==> src/rtl/conv_mac_ctrl.sv <==
// conv_mac_ctrl: walks X/W taps into a 2-stage MAC for valid-mode 2D
// convolution and streams each finished sum out on a valid/ready port.
module conv_mac_ctrl #(
    parameter int INW  = 12,
    parameter int OUTW = 48,
    parameter int R    = 9,
    parameter int C    = 8,
    parameter int K    = 4,
    localparam int XAW = (R * C > 1) ? $clog2(R * C) : 1,
    localparam int WAW = (K * K > 1) ? $clog2(K * K) : 1
) (
    input  logic                   clk,
    input  logic                   reset,
    input  logic                   start,
    input  logic signed [INW-1:0]  b_data,
    output logic                   busy,
    output logic                   done,
    output logic        [XAW-1:0]  x_addr,
    input  logic signed [INW-1:0]  x_data,
    output logic        [WAW-1:0]  w_addr,
    input  logic signed [INW-1:0]  w_data,
    output logic signed [INW-1:0]  mac_in0,
    output logic signed [INW-1:0]  mac_in1,
    output logic signed [INW-1:0]  mac_init_value,
    output logic                   mac_init_acc,
    output logic                   mac_input_valid,
    input  logic signed [OUTW-1:0] mac_out,
    output logic signed [OUTW-1:0] out_data,
    output logic                   out_valid,
    input  logic                   out_ready
);

    localparam int RW = $clog2(R + 1);
    localparam int CW = $clog2(C + 1);
    localparam int KW = $clog2(K + 1);
    localparam int TW = $clog2(K * K + 1);

    localparam logic [RW-1:0]  R_LAST = RW'(R - K);
    localparam logic [CW-1:0]  C_LAST = CW'(C - K);
    localparam logic [KW-1:0]  K_LAST = KW'(K - 1);
    localparam logic [TW-1:0]  T_LAST = TW'(K * K - 1);
    localparam logic [XAW-1:0] C_MUL  = XAW'(C);

    typedef enum logic [2:0] {
        IDLE,
        INIT,
        FEED,
        DRAIN,
        OUT
    } state_e;

    state_e state_q, state_d;

    logic [RW-1:0]         r_q, r_d;
    logic [CW-1:0]         c_q, c_d;
    logic [KW-1:0]         i_q, i_d;
    logic [KW-1:0]         j_q, j_d;
    logic [TW-1:0]         tap_q, tap_d;
    logic                  drain_q, drain_d;
    logic                  valid_q, valid_d;
    logic                  done_q, done_d;
    logic signed [INW-1:0] bias_q, bias_d;
    logic [XAW-1:0]        x_addr_q, x_addr_d;
    logic [WAW-1:0]        w_addr_q, w_addr_d;
    logic                  load;

    always_ff @(posedge clk) begin
        if (reset) begin
            state_q  <= IDLE;
            r_q      <= '0;
            c_q      <= '0;
            i_q      <= '0;
            j_q      <= '0;
            tap_q    <= '0;
            drain_q  <= 1'b0;
            valid_q  <= 1'b0;
            done_q   <= 1'b0;
            bias_q   <= '0;
            x_addr_q <= '0;
            w_addr_q <= '0;
        end else begin
            state_q  <= state_d;
            r_q      <= r_d;
            c_q      <= c_d;
            i_q      <= i_d;
            j_q      <= j_d;
            tap_q    <= tap_d;
            drain_q  <= drain_d;
            valid_q  <= valid_d;
            done_q   <= done_d;
            bias_q   <= bias_d;
            x_addr_q <= x_addr_d;
            w_addr_q <= w_addr_d;
        end
    end

    always_comb begin
        state_d  = state_q;
        r_d      = r_q;
        c_d      = c_q;
        i_d      = i_q;
        j_d      = j_q;
        tap_d    = tap_q;
        drain_d  = drain_q;
        valid_d  = 1'b0;
        done_d   = 1'b0;
        bias_d   = bias_q;
        x_addr_d = x_addr_q;
        w_addr_d = w_addr_q;
        load     = 1'b0;

        unique case (state_q)
            IDLE: begin
                if (start) begin
                    state_d = INIT;
                    bias_d  = b_data;
                    r_d     = '0;
                    c_d     = '0;
                    i_d     = '0;
                    j_d     = '0;
                    tap_d   = '0;
                    load    = 1'b1;
                end
            end
            INIT, FEED: begin
                valid_d = 1'b1;
                if (tap_q == T_LAST) begin
                    state_d = DRAIN;
                    drain_d = 1'b0;
                end else begin
                    state_d = FEED;
                    tap_d   = tap_q + TW'(1);
                    load    = 1'b1;
                    if (j_q == K_LAST) begin
                        j_d = '0;
                        i_d = i_q + KW'(1);
                    end else begin
                        j_d = j_q + KW'(1);
                    end
                end
            end
            DRAIN: begin
                // two cycles lets the last product land in the accumulator
                drain_d = 1'b1;
                if (drain_q) state_d = OUT;
            end
            OUT: begin
                if (out_ready) begin
                    if (r_q == R_LAST && c_q == C_LAST) begin
                        state_d = IDLE;
                        done_d  = 1'b1;
                    end else begin
                        state_d = INIT;
                        i_d     = '0;
                        j_d     = '0;
                        tap_d   = '0;
                        load    = 1'b1;
                        if (c_q == C_LAST) begin
                            c_d = '0;
                            r_d = r_q + RW'(1);
                        end else begin
                            c_d = c_q + CW'(1);
                        end
                    end
                end
            end
            default: state_d = IDLE;
        endcase

        // addresses are registered one cycle ahead of the state that uses them
        if (load) begin
            x_addr_d = (XAW'(r_d) + XAW'(i_d)) * C_MUL
                     + XAW'(c_d) + XAW'(j_d);
            w_addr_d = WAW'(tap_d);
        end
    end

    assign busy            = (state_q != IDLE);
    assign done            = done_q;
    assign x_addr          = x_addr_q;
    assign w_addr          = w_addr_q;
    assign mac_in0         = x_data;
    assign mac_in1         = w_data;
    assign mac_init_value  = bias_q;
    assign mac_init_acc    = (state_q == INIT);
    assign mac_input_valid = valid_q;
    assign out_data        = mac_out;
    assign out_valid       = (state_q == OUT);

endmodule

==> config.mk <==
export PLATFORM = sky130hd
export DESIGN_NAME = conv_mac_ctrl
export DESIGN_NICKNAME = d
export VERILOG_FILES = /design/src/rtl/conv_mac_ctrl.sv
export SDC_FILE = /design/constraint.sdc
export NUM_CORES = 1
export LEC_CHECK = 0
export ABC_CLOCK_PERIOD_IN_PS = 4100
export BUFFER_PORTS_ARGS = -buffer_cell sky130_fd_sc_hd__buf_2
export CAP_MARGIN = 0
export CORE_ASPECT_RATIO = 1.5
export CORE_UTILIZATION = 44
export CTS_CLUSTER_DIAMETER = 50
export DETAILED_ROUTE_END_ITERATION = 16
export PLACE_DENSITY = 0.82
export SYNTH_ARGS = -nofsm -noshare
export SYNTH_HDL_FRONTEND = slang
export SYNTH_SLANG_ARGS = --single-unit
==> constraint.sdc <==
create_clock -name clk -period 4.1 [get_ports clk]
set_input_delay 0.615 -clock clk [delete_from_list [all_inputs] [get_ports clk]]
set_output_delay 0.615 -clock clk [all_outputs]
set_load 0.03 [all_outputs]
==> results.sh, run 1 <==
export IMPL_status="complete, no violations"
export IMPL_portBuffers=43
export IMPL_cts_resized=0
export IMPL_hold_viol=0
export IMPL_grt_max_degree=49
export IMPL_setup_violations=0
export IMPL_ys_ff_latch=48
export IMPL_htree_levels=2
export IMPL_hold_buffers=0
export IMPL_worstSkewPairLatency_ns=0.30
export IMPL_grt_setup_unrepaired="false"
export IMPL_dieHeight_um=104.0
export IMPL_synthArstFlopShare_pct=0
export IMPL_dpl_cell_area_um2=2750
export IMPL_gp_congestion=0.8846
export IMPL_syn_area_um2=3052
export IMPL_syn2layout_area_growth_pct=-6.109
export IMPL_setup_tns_ns=0
export IMPL_initial_utilization_pct=46.09
export IMPL_drc_errors=0
export IMPL_maxSlewViolCount=0
export IMPL_dieArea_um2=7280
export IMPL_n_fill_cell=633
export IMPL_layout_commonest_cell="dfxtp_1"
export IMPL_post_route_min_period_ns=3.645
export IMPL_wire_per_inst_um=16.77
export IMPL_finalWirelength_um=6977
export IMPL_cts_sinks=48
export IMPL_fin_crit_sh_pct=88.91
export IMPL_postCtsSetupBuffers=0
export IMPL_cp_arrival_ns=3.87
export IMPL_skew_ns=0.006913
export IMPL_hold_class="register to register"
export IMPL_critical_path_class="register to register"
export IMPL_cts_buffers=5
export IMPL_critPathLaunchType="register"
export IMPL_tritoncts="yes"
export IMPL_core_um2=6621
export IMPL_post_dp_hpwl_um=5532
export IMPL_cts_root_buf="clkbuf_8"
export IMPL_powerDensity_nw_per_um2=594.1
export IMPL_crit_path_max_fanout=5
export IMPL_drive_above_1_share_pct=18.53
export IMPL_synthCells=375
export IMPL_drt_iter0_drc=53
export IMPL_grt_usage_pct=18.71
export IMPL_final_cell_mix="48 x dfxtp_1, 46 x nand2_1, 43 x buf_2"
export IMPL_cp_end_kind="register"
export IMPL_ys_types=51
export IMPL_synth_edf_count=0
export IMPL_seq_area_um2=960.9
export IMPL_ys_warn_count=0
export IMPL_grt_pass1_wl_um=10830
export IMPL_vdd_drop_max_v=0.0003989
export IMPL_cts_buffer_depth=2
export IMPL_ys_seq_area_share_pct=31.49
export IMPL_clk_pin_slew_ns=0.09
export IMPL_design_area_um2=2865
export IMPL_rows=36
export IMPL_pin_count=188
export IMPL_worstPathRequired_ns=4.32
export IMPL_p_total_mw=1.702
export IMPL_fmax_mhz=274.3
export IMPL_viasPerCell=5.550
export IMPL_drtAntennaViolNets=0
export IMPL_worst_slew_pin_slew_ns=0.8912
export IMPL_p_leak_nw=1.275
export IMPL_cap_violations=0
export IMPL_avgSynthCellArea_um2=8.138
export IMPL_dr_pass1_iters=4
export IMPL_antenna_found_initial=0
export IMPL_multiInputGateArea_um2=1434
export IMPL_die_w_um=70
export IMPL_ys_flop_type="dfxtp_1"
export IMPL_grt_overflow_total=0
export IMPL_slew_headroom_pct=40.59
export IMPL_fin_nets=443
export IMPL_antenna_cells=0
export IMPL_grt_pass1_vias=2213
export IMPL_syn_nets=479
export IMPL_vias=2309
export IMPL_timing_hold_ws_ns=0.4583
==> Yosys cell counts, types with 2 or more instances <==
library cell	instances	share of area, %
nor3_1	4	0.66
buf_6	2	0.74
xnor2_1	7	2.0
a22o_1	2	0.57
nand3b_1	3	0.74
o31ai_1	3	0.74
or3_1	2	0.41
and3_1	4	0.82
fa_1	2	1.3
a22oi_1	2	0.49
buf_4	74	18
clkbuf_1	10	1.2
nor2b_1	10	2.1
nand2_1	46	5.7
a21oi_1	39	6.4
inv_1	9	1.1
nor3b_1	2	0.49
a32oi_1	2	0.57
or2_1	2	0.41
nand3_1	7	1.1
nor2_1	30	3.7
ha_1	14	5.7
a21o_1	7	1.7
o21ai_1	3	0.49
o21ai_0	9	1.5
a211oi_1	6	1.5
dfxtp_1	48	31
o21a_1	3	0.74
==> per-stage QoR <==
| stage | utilization [%] | worst slack (ns) | std cells |
|---|---|---|---|
| 6_report | 43.27 | 0.4549 | 416 |
| 5_1_grt | 43.27 | 0.2159 | 416 |
| 4_1_cts | 43.27 | 0.4787 | 416 |
| 3_5_place_dp | 41.53 | 0.4265 | 408 |
| 3_3_place_gp | 41.53 | 0.4852 | 408 |
| 2_1_floorplan | - | 0.7570 | 375 |
==> cell families (layout without fill, tap and decap cells) <==
logic type | Yosys count | after routing | synth area share, %
adder cells (fa/ha/maj) | 16 | 16 | 7.052
XOR/XNOR | 8 | 8 | 2.296
flip-flops | 48 | 48 | 31.49
AO/OA/AOI/OAI | 85 | 85 | 18.00
AND/OR/NAND/NOR | 121 | 121 | 19.64
buffers and inverters | 97 | 62 | 21.52
==> critical path, stage by stage, from the launching register on <==
cell	delay, ns
dfxtp_1	0.34
inv_1	0.09
ha_1	0.16
and3b_1	0.22
nand3_1	0.18
nor3_1	0.21
a21oi_1	0.05
o21ai_0	0.33
ha_1	0.27
inv_1	0.07
fa_1	0.51
or3_4	0.42
o2bb2ai_1	0.15
a221oi_2	0.24
xnor2_1	0.11
a211oi_2	0.21
==> area by class of cell <==
cell class | count | area share (%)
multi-input combinational | 230 | 50.04
inverter | 10 | 1.310
tap | 76 | 3.319
timing repair buffer | 44 | 7.773
sequential | 48 | 33.54
clock buffer | 5 | 2.402
clock inverter | 3 | 1.616
==> flip-flops by register name, summed over array words and instances (netlist names) <==
name             flops
w_addr               4
drain_q              1
c_q                  4
state_q              3
mac_init_value      12
mac_input_valid      1
r_q                  4
tap_q                5
i_q                  3
x_addr               7
j_q                  3
done                 1
==> report_power, final <==
part           internal (mW)  switching, mW
combinational          0.237          0.502
clock                  0.184          0.163
sequential             0.555         0.0620
==> worst paths after layout <==
path                             startpoint                              to  slack (ns)  cells after the start
max reg2reg               c_q[0]$_SDFF_PP0_          x_addr[6]$_SDFFE_PP0P_        0.45                     15
min reg2reg  mac_init_value[6]$_SDFFE_PP0P_  mac_init_value[6]$_SDFFE_PP0P_        0.46                      2
min          mac_init_value[6]$_SDFFE_PP0P_  mac_init_value[6]$_SDFFE_PP0P_        0.46                      2
max                       c_q[0]$_SDFF_PP0_          x_addr[6]$_SDFFE_PP0P_        0.45                     15
==> metal layers <==
metal	global-route usage, %	up-vias	wire, um
li1	-	1127	-
met1	15.91	1022	2234
met2	31.39	98	3279
met3	8.624	62	833
met4	17.43	0	629
met5	0	-	0
(Power assumes the default switching activity.)
==> inputs of run 2 (changes only) <==
--- a/config.mk
+++ b/config.mk
@@ -12,7 +12,8 @@
 export CORE_UTILIZATION = 44
 export CTS_CLUSTER_DIAMETER = 50
 export DETAILED_ROUTE_END_ITERATION = 16
-export PLACE_DENSITY = 0.82
+export GPL_TIMING_DRIVEN = 0
+export PLACE_DENSITY = 0.85
 export SYNTH_ARGS = -nofsm -noshare
 export SYNTH_HDL_FRONTEND = slang
 export SYNTH_SLANG_ARGS = --single-unit
==> run 2 against run 1 <==
Critical path type unchanged. Clock-buffer cell count unchanged. Die area did not move. Largest power group unchanged. Critical endpoint unchanged. Power is 7.8% higher.
==> results.sh, run 2 (synthesis gave the netlist of run 1 again) <==
export IMPL_largest_register_ffs=12
export IMPL_initial_utilization_pct=46.09
export IMPL_worstSetupStartpoint="c_q[0]$_SDFF_PP0_"
export IMPL_cts_root_buf="clkbuf_8"
export IMPL_grt_setup_unrepaired="false"
export IMPL_cts_buffer_depth=2
export IMPL_drive_above_1_share_pct=42.05
export IMPL_timing_rr_start="c_q[0]$_SDFF_PP0_"
export IMPL_vias=2922
export IMPL_cts_resized=0
export IMPL_dpl_cell_area_um2=3717
export IMPL_gp_congestion=0.9090
export IMPL_status="complete, no violations"
export IMPL_critPathLaunchType="register"
export IMPL_htree_levels=2
export IMPL_cts_sinks=48
export IMPL_worst_slew_pin_slew_ns=0.6676
export IMPL_core_um2=6621
export IMPL_drt_iter0_drc=160
export IMPL_r2r_end="x_addr[6]$_SDFFE_PP0P_"
export IMPL_critical_path_class="register to register"
export IMPL_hold_buffers=0
export IMPL_worstPathRequired_ns=4.32
export IMPL_postCtsSetupBuffers=0
export IMPL_clk_pin_slew_ns=0.09
export IMPL_worstSkewPairLatency_ns=0.30
export IMPL_powerDensity_nw_per_um2=482.5
export IMPL_r2r_slack_ns=0.44
export IMPL_hold_class="register to register"
export IMPL_finalWirelength_um=7606
export IMPL_skew_ns=0.003722
export IMPL_dieArea_um2=7280
export IMPL_n_fill_cell=599
export IMPL_die_w_um=70
export IMPL_post_dp_hpwl_um=6392
export IMPL_fmax_mhz=273.3
export IMPL_antenna_found_initial=0
export IMPL_wire_per_inst_um=13.27
export IMPL_pin_count=188
export IMPL_drtAntennaViolNets=0
export IMPL_grt_busiest_layer="met2"
export IMPL_p_leak_nw=1.923
export IMPL_grt_usage_pct=21.25
export IMPL_cts_buffers=5
export IMPL_maxSlewViolCount=0
export IMPL_dieHeight_um=104.0
export IMPL_crit_path_end="x_addr[6]$_SDFFE_PP0P_"
export IMPL_final_cell_mix="114 x buf_2, 74 x buf_4, 48 x dfxtp_1"
export IMPL_rows=36
export IMPL_cp_arrival_ns=3.88
export IMPL_grt_pass1_wl_um=12740
export IMPL_post_route_min_period_ns=3.660
export IMPL_cap_violations=0
export IMPL_setup_violations=0
export IMPL_dr_pass1_iters=4
export IMPL_fin_nets=600
export IMPL_slew_headroom_pct=55.12
export IMPL_drc_errors=0
export IMPL_grt_use_met1_pct=20.42
export IMPL_tritoncts="yes"
export IMPL_grt_max_degree=16
export IMPL_cp_end_kind="register"
export IMPL_vdd_drop_max_v=0.0002690
export IMPL_grt_pass1_vias=2864
export IMPL_use_met2_pct=42.03
export IMPL_portBuffers=114
export IMPL_whs_path_depth=2
export IMPL_setup_tns_ns=0
export IMPL_design_area_um2=3805
export IMPL_met3_usage_pct=3.973
export IMPL_syn2layout_area_growth_pct=24.68
export IMPL_viasPerCell=5.099
export IMPL_crit_path_max_fanout=7
export IMPL_fin_crit_sh_pct=89.26
export IMPL_grt_overflow_total=0
export IMPL_layout_commonest_cell="buf_2"
export IMPL_hold_viol=0
export IMPL_r2r_worst_path_cells=15
export IMPL_antenna_cells=0
[run 2: cell type report]
class	count	area (um2)	area share [%]
inverter	10	37.54	0.9865
clock inverter	3	18.77	0.4933
buffer	87	619.3	16.28
sequential	48	960.9	25.25
tap	76	95.09	2.499
multi-input combinational	230	1434	37.69
timing repair buffer	114	570.5	15.00
clock buffer	5	68.82	1.809
[run 2: stage by stage]
step | power (mW) | setup WS [ns] | hold slack [ns] | std cells | util, %
after CTS | 1.852 | 0.4423 | 0.4592 | 573 | 57.46
after global placement | 1.554 | 0.4182 | 0.4394 | 565 | 56.14
after global routing | 1.962 | 0.2418 | 0.4831 | 573 | 57.46
final | 1.836 | 0.4404 | 0.4558 | 573 | 57.46
after floorplan | 1.340 | 0.7570 | 0.4536 | 375 | -
after detailed placement | 1.573 | 0.3745 | 0.4470 | 565 | 56.14
[run 2: where the power goes]
part	internal [mW]	switching, mW
Clock	0.119	0.155
Sequential	0.555	0.0427
Combinational	0.335	0.629
Total	1.01	0.828
[run 2: layer usage]
layer  up-vias  share of wire (%)
li1       1443                  -
met1      1297                 34
met2       162                 55
met3        20                8.0
met4         0                3.4
met5         -                  0
[run 2: how the worst min path moves through the flow]
stage                              startpoint  slack (ns)                             end
5_1_grt                x_addr[0]$_SDFFE_PP0P_        0.48          x_addr[0]$_SDFFE_PP0P_
2_1_floorplan             tap_q[1]$_SDFF_PP0_        0.45             tap_q[1]$_SDFF_PP0_
3_3_place_gp   mac_init_value[6]$_SDFFE_PP0P_        0.44  mac_init_value[6]$_SDFFE_PP0P_
4_1_cts                w_addr[2]$_SDFFE_PP0P_        0.46          w_addr[2]$_SDFFE_PP0P_
6_report               w_addr[2]$_SDFFE_PP0P_        0.46          w_addr[2]$_SDFFE_PP0P_
3_5_place_dp           w_addr[2]$_SDFFE_PP0P_        0.45          w_addr[2]$_SDFFE_PP0P_
[run 2: worst max-delay path, stage by stage (launching register included)]
cell and delay, ns:
dfxtp_1 0.34, inv_1 0.09, ha_1 0.16, nand3b_1 0.16, o21a_1 0.26, o221ai_4 0.29
o21bai_1 0.18, a21o_1 0.17, ha_1 0.19, inv_1 0.07, fa_1 0.52, or3_4 0.42
o21a_1 0.20, a221oi_2 0.21, xnor2_1 0.12, a211oi_2 0.20
